## config.mk

```make
export PLATFORM = sky130hd
export DESIGN_NAME = countdown_timer
export DESIGN_NICKNAME = d
export VERILOG_FILES = /design/src/rtl/countdown_timer_pkg.sv /design/src/rtl/countdown_timer_second_prescaler.sv /design/src/rtl/countdown_timer.sv
export SDC_FILE = /design/constraint.sdc
export NUM_CORES = 1
export LEC_CHECK = 0
export BUFFER_PORTS_ARGS = -buffer_cell sky130_fd_sc_hd__buf_2
export CORE_MARGIN = 2
export CORE_UTILIZATION = 45
export CTS_CLUSTER_DIAMETER = 100
export DETAILED_ROUTE_END_ITERATION = 12
export PLACE_DENSITY = 0.69
export SYNTH_ARGS = -nofsm -noshare
export SYNTH_HDL_FRONTEND = slang
export SYNTH_HIERARCHICAL = 1
export SYNTH_SLANG_ARGS = --single-unit
```

## constraint.sdc

```tcl
create_clock -name clk -period 2.82 [get_ports clk]
set_input_delay 0.564 -clock clk [delete_from_list [all_inputs] [get_ports clk]]
set_output_delay 0.564 -clock clk [all_outputs]
set_load 0.005 [all_outputs]
```

## src/rtl/countdown_timer_pkg.sv

```systemverilog
// Shared definitions for the traffic-light controller and its countdown timer.
// Both blocks import this package so light, pedestrian and timer-state
// encodings have a single source of truth.
package countdown_timer_pkg;

  // Width of timer_init / timer_out (seconds).
  localparam int TIMER_W = 4;

  // Timer FSM states.
  //   TMR_IDLE : never loaded since reset
  //   TMR_RUN  : loaded and remaining seconds > 0
  //   TMR_DONE : loaded and remaining seconds == 0
  typedef enum logic [1:0] {
    TMR_IDLE = 2'd0,
    TMR_RUN  = 2'd1,
    TMR_DONE = 2'd2
  } tmr_state_e;

  // Vehicle light encodings used by traffic_light_controller.
  typedef enum logic [1:0] {
    LIGHT_RED    = 2'd0,
    LIGHT_YELLOW = 2'd1,
    LIGHT_GREEN  = 2'd2
  } light_e;

  // Pedestrian crossing permissions used by traffic_light_controller.
  typedef enum logic [1:0] {
    PED_NEITHER = 2'd0,
    PED_NS      = 2'd1,
    PED_EW      = 2'd2,
    PED_BOTH    = 2'd3
  } ped_e;

  // A load of a non-zero value starts a run; a load of zero lands directly
  // in DONE without ever producing an expiry pulse.
  function automatic tmr_state_e state_after_load(input logic init_nonzero);
    return init_nonzero ? TMR_RUN : TMR_DONE;
  endfunction

endpackage

```

## src/rtl/countdown_timer_second_prescaler.sv

```systemverilog
// second_prescaler: divides clk into one pulse per TICKS_PER_SEC cycles.
//
// Ports:
//   clk      : system clock
//   rst      : synchronous active-high reset (count -> 0)
//   clear_i  : force count to 0 on the next edge (wins over enable_i)
//   enable_i : advance the count this cycle; when low the count holds
//   wrap_o   : high in the cycle whose rising edge wraps the count to 0,
//              so the parent can register its own pulse on that same edge
//   count_o  : current prescaler value (debug visibility)
module second_prescaler #(
  parameter int TICKS_PER_SEC = 100000000,
  parameter int PRESCALE_W    = 27
) (
  input  logic                  clk,
  input  logic                  rst,
  input  logic                  clear_i,
  input  logic                  enable_i,
  output logic                  wrap_o,
  output logic [PRESCALE_W-1:0] count_o
);

  localparam logic [PRESCALE_W-1:0] LAST = PRESCALE_W'(TICKS_PER_SEC - 1);

  logic [PRESCALE_W-1:0] count_q;
  logic [PRESCALE_W-1:0] count_d;
  logic                  at_last;

  assign at_last = (count_q == LAST);

  // wrap_o is a decision for the upcoming edge, not a registered output;
  // the parent registers sec_tick from it.
  assign wrap_o  = enable_i && !clear_i && at_last;
  assign count_o = count_q;

  always_comb begin
    count_d = count_q;
    if (clear_i) begin
      count_d = '0;
    end else if (enable_i) begin
      if (at_last) begin
        count_d = '0;
      end else begin
        count_d = count_q + PRESCALE_W'(1);
      end
    end
  end

  always_ff @(posedge clk) begin
    if (rst) begin
      count_q <= '0;
    end else begin
      count_q <= count_d;
    end
  end

endmodule

```

## src/rtl/countdown_timer.sv

```systemverilog
// countdown_timer: seconds-resolution down-counter for
// traffic_light_controller. An internal prescaler turns clk into 1 s ticks;
// each tick while running removes one second, and reaching zero raises a
// one-cycle timer_expired pulse so the controller can advance its phase.
//
// Ports:
//   clk           : system clock
//   rst           : synchronous active-high reset
//   timer_en      : 1 = count, 0 = pause (prescaler and count hold)
//   timer_load    : 1 = load timer_init on this edge (beats timer_en)
//   timer_init    : value to load, in seconds
//   timer_out     : registered remaining seconds
//   timer_expired : registered one-cycle pulse when a decrement reaches 0
//   sec_tick      : registered one-cycle pulse on each prescaler wrap
//   state_o       : current FSM state (debug)
//   prescale_o    : current prescaler value (debug)
//
// Control semantics: there is no handshake. Inputs are sampled on every
// rising edge with priority rst > timer_load > timer_en > hold; all outputs
// are registers, so nothing combinational reaches an output.
module countdown_timer
  import countdown_timer_pkg::*;
#(
  parameter int TICKS_PER_SEC = 100000000,
  parameter int PRESCALE_W    = 27,
  parameter int TIMER_W       = countdown_timer_pkg::TIMER_W
) (
  input  logic                  clk,
  input  logic                  rst,
  input  logic                  timer_en,
  input  logic                  timer_load,
  input  logic [TIMER_W-1:0]    timer_init,
  output logic [TIMER_W-1:0]    timer_out,
  output logic                  timer_expired,
  output logic                  sec_tick,
  output tmr_state_e            state_o,
  output logic [PRESCALE_W-1:0] prescale_o
);

  tmr_state_e         state_q,   state_d;
  logic [TIMER_W-1:0] timer_q,   timer_d;
  logic               expired_q, expired_d;
  logic               tick_q,    tick_d;

  logic               pre_enable;
  logic               pre_wrap;

  // The prescaler only runs while a non-zero count is live. In IDLE/DONE it
  // stays frozen at 0 (it is 0 after reset, after a load, and right after
  // the expiring wrap), so a later load always starts a full second.
  assign pre_enable = timer_en && !timer_load && (state_q == TMR_RUN);

  second_prescaler #(
    .TICKS_PER_SEC (TICKS_PER_SEC),
    .PRESCALE_W    (PRESCALE_W)
  ) u_prescaler (
    .clk      (clk),
    .rst      (rst),
    .clear_i  (timer_load),
    .enable_i (pre_enable),
    .wrap_o   (pre_wrap),
    .count_o  (prescale_o)
  );

  always_comb begin
    state_d   = state_q;
    timer_d   = timer_q;
    expired_d = 1'b0;
    tick_d    = 1'b0;

    if (timer_load) begin
      timer_d = timer_init;
      state_d = state_after_load(timer_init != '0);
    end else begin
      case (state_q)
        TMR_RUN: begin
          // pre_wrap already implies timer_en and no load.
          if (pre_wrap) begin
            tick_d  = 1'b1;
            timer_d = timer_q - TIMER_W'(1);
            if (timer_q == TIMER_W'(1)) begin
              expired_d = 1'b1;
              state_d   = TMR_DONE;
            end
          end
        end
        TMR_IDLE, TMR_DONE: begin
          // Parked at zero: no wrap-around below 0, no pulses.
        end
        default: begin
          state_d = TMR_IDLE;
        end
      endcase
    end
  end

  always_ff @(posedge clk) begin
    if (rst) begin
      state_q   <= TMR_IDLE;
      timer_q   <= '0;
      expired_q <= 1'b0;
      tick_q    <= 1'b0;
    end else begin
      state_q   <= state_d;
      timer_q   <= timer_d;
      expired_q <= expired_d;
      tick_q    <= tick_d;
    end
  end

  assign timer_out     = timer_q;
  assign timer_expired = expired_q;
  assign sec_tick      = tick_q;
  assign state_o       = state_q;

endmodule

```

==> results.cfg <==
[outcome]
outcome = finished clean

[hold_path]
hold_end = u_prescaler/count_o[23]
holdCritStartpoint = u_prescaler/count_o[23]
hp-class = flip-flop to flip-flop
hold_depth = 2

[flow_run]
maxCapViolations = 0

[worst_setup_path]
r2r-end = timer_out[3]
arrival_ns = 2.53
end_kind = flip-flop
path_cells = buf_2 -> inv_1 -> and4_1 -> nand4_1 -> nor3_1 -> and4_1 -> and3b_1 -> nand3b_2 -> or3_1 -> a311oi_1
crit_path_start_kind = input port
cp_common_cell = and4_1
cpPeakStageDelay_ns = 0.38
r2r_slack_ns = 0.53
rr_worst_depth = 8
critPathSlowestCell = or3_1
rr_startpoint = state_o[0]
crit_type = input port to flip-flop
worstPathMaxFanout = 6
required_ns = 3.02

[drt]
initialDrtViolationCount = 84
finalWirelength_mm = 3.942
via_per_inst = 5.467
drc_errors = 0
dr.pass1.iters = 4
drtAntennaViolNets = 0
vias = 1640
wl_per_cell_um = 13.14

[cts]
clk_pin_slew_ns = 0.07
numClockSinks = 35
cts_inserted_buffers = 5
cts_tree = built
postCtsSetupBuffers = 0
cts_resized = 0
htreeDepth = 2
cts-hold-fix-buffers = 0
cts_root_buffer = clkbuf_8
clk_latency_ns = 0.28
cts_buffer_depth = 2

[sta]
hold_violations = 0
worst_pin_slew_ns = 0.4509
finalSetupViolations = 0
fmax_ghz = 0.4282
finalWorstSetupSlack_ns = 0.4849
rsz0062_at_grt = no
slew_violations = 0
tns_ns = 0
skew_ns = 0.006914
fin_crit_ns = 2.335
slew_headroom_pct = 69.52
finalCritPeriodShare_pct = 82.81

[die]
num_rows = 23
fp.dieW_um = 67.37
initial_core_util_pct = 45.83
core_mm2 = 0.003943
die-area_mm2 = 0.004538
die_h_um = 67.37
io_pins = 43

[cells_and_area]
fin_nets = 260
fillerInstances = 383
finalNonFillerCells = 300
drive_gt1_share_pct = 25.20
insertedDiodeCount = 0
area_delta_synth_final_pct = 19.67

[logic_synthesis]
yosys-top-cells-area = dfxtp_1 (39%), nor2_1 (3.9%), xor2_1 (3.9%)
synth_area_per_cell_um2 = 8.944
synth_edf_count = 0
syn-num-nets = 213
netlist_instances = 202
async_reset_ff_share_pct = 0
yosysTopAreaCell = dfxtp_1
ys_ff_latch = 35
synth_top_area_share_pct = 38.78
synthFlopType = dfxtp_1
syn_area_mm2 = 0.001807
yosysWarnings = 6
ys_seq_area_share_pct = 38.78
synth.lib_cells_used.distinct = 43

[placement]
preCtsSetupSlack_ns = 0.2114
gp_congestion = 0.7821
hpwl_mm = 2.905
place_inst = 292
portBuffers = 42

[power]
p_per_area_mw_per_mm2 = 439.2
power_uw = 949.6
p_leak_nw = 0.8653
worst_ir_drop_vdd_v = 0.0002474

[grt]
grt_pass1_vias = 1537
antenna_found_initial = 0
gr-total-overflow = 0
grt_max_degree = 25
grt_pass1_wl_mm = 6.658
grt_usage_pct = 19.16
## state kept, by name (all words and copies together), names as in the netlist
signal,flops
sec_tick,1
timer_out,4
timer_expired,1
state_o,2
u_prescaler/count_o,27
## cells by family after synthesis
logic type / Yosys count / synth area share (%)
AOI/OAI and AO/OA: 37 / 13.57
DFF: 35 / 38.78
muxes: 2 / 1.177
buffers and inverters: 13 / 4.293
xor gates and xnor gates: 14 / 6.787
adders and majority gates: 3 / 2.078
and+or+nand+nor: 98 / 33.31
## critical path, delay by kind of cell
family	cells	cell delay, ns
AO/OA/AOI/OAI	1	0.25
buffers and inverters	2	0.23
AND/OR/NAND/NOR	7	1.48
## cell usage after synthesis, drive strengths merged (2+ instances only)
| cell | n |
|---|---|
| and3 | 6 |
| buf | 7 |
| or3 | 11 |
| a211oi | 2 |
| o21ai | 8 |
| nand2 | 13 |
| nor4b | 3 |
| nand3 | 13 |
| or4 | 7 |
| a21oi | 13 |
| inv | 6 |
| xor2 | 8 |
| xnor2 | 6 |
| and2 | 2 |
| nor3 | 6 |
| nor2 | 19 |
| and4 | 5 |
| o31ai | 9 |
| nand4 | 6 |
| ha | 3 |
| dfxtp | 35 |
## worst max path at each step
stage | startpoint | to | slack (ns) | cells after the start
after floorplan | timer_load | timer_out[3] | 0.41 | 10
after global routing | timer_load | timer_out[3] | 0.32 | 10
after detailed placement | timer_load | timer_out[3] | 0.21 | 10
after global placement | timer_load | timer_out[3] | 0.29 | 10
final | timer_load | timer_out[3] | 0.48 | 10
after CTS | timer_load | timer_out[3] | 0.50 | 10
## placed cells by master (no fill, tap or decap), types with 3 or more instances in the layout
cell type / Yosys / routed
nor3_1: 6 / 6
xnor2_1: 6 / 6
or4_1: 7 / 7
and4_1: 5 / 5
inv_1: 6 / 6
or3_1: 10 / 10
xor2_1: 8 / 8
nor4b_1: 3 / 3
ha_1: 3 / 3
clkbuf_8: 0 / 7
nand3_1: 12 / 12
a21oi_1: 13 / 13
o21ai_0: 8 / 8
buf_4: 3 / 5
and3_1: 5 / 5
nor2_1: 19 / 19
buf_2: 2 / 42
o31ai_1: 8 / 8
dfxtp_1: 35 / 35
nand4_1: 3 / 3
nand2_1: 13 / 13
## area by class of cell
type	count	area [um^2]	share of cell area, %
multi-input cells	154	1028	47.57
flip-flops and latches	35	700.7	32.41
well taps	50	62.56	2.894
clock buffers	8	100.1	4.630
repair buffers	47	247.7	11.46
inverters	6	22.52	1.042
## power by group
group	total (mW)	internal, mW	switching (mW)
combinational	0.0473	0.0212	0.0261
clock	0.397	0.223	0.174
sequential	0.505	0.499	0.00604
## routing by layer
metal / up-vias / global-route usage [%] / wire length, um
met2: 27 / 32.80 / 1922
met1: 766 / 23.74 / 1846
met5: - / 0 / 0
met3: 4 / 4.167 / 139
li1: 843 / - / -
met4: 0 / 6.633 / 34
## per-stage QoR
stage | util (%) | hold WS (ns) | cell area [um^2]
after floorplan | - | 0.4859 | 1807
after global placement | 52.30 | 0.4933 | 2062
after detailed placement | 52.30 | 0.5037 | 2062
after CTS | 54.84 | 0.5149 | 2162
after global routing | 54.84 | 0.5405 | 2162
final | 54.84 | 0.5102 | 2162
Power figures use the tool's default switching activity.
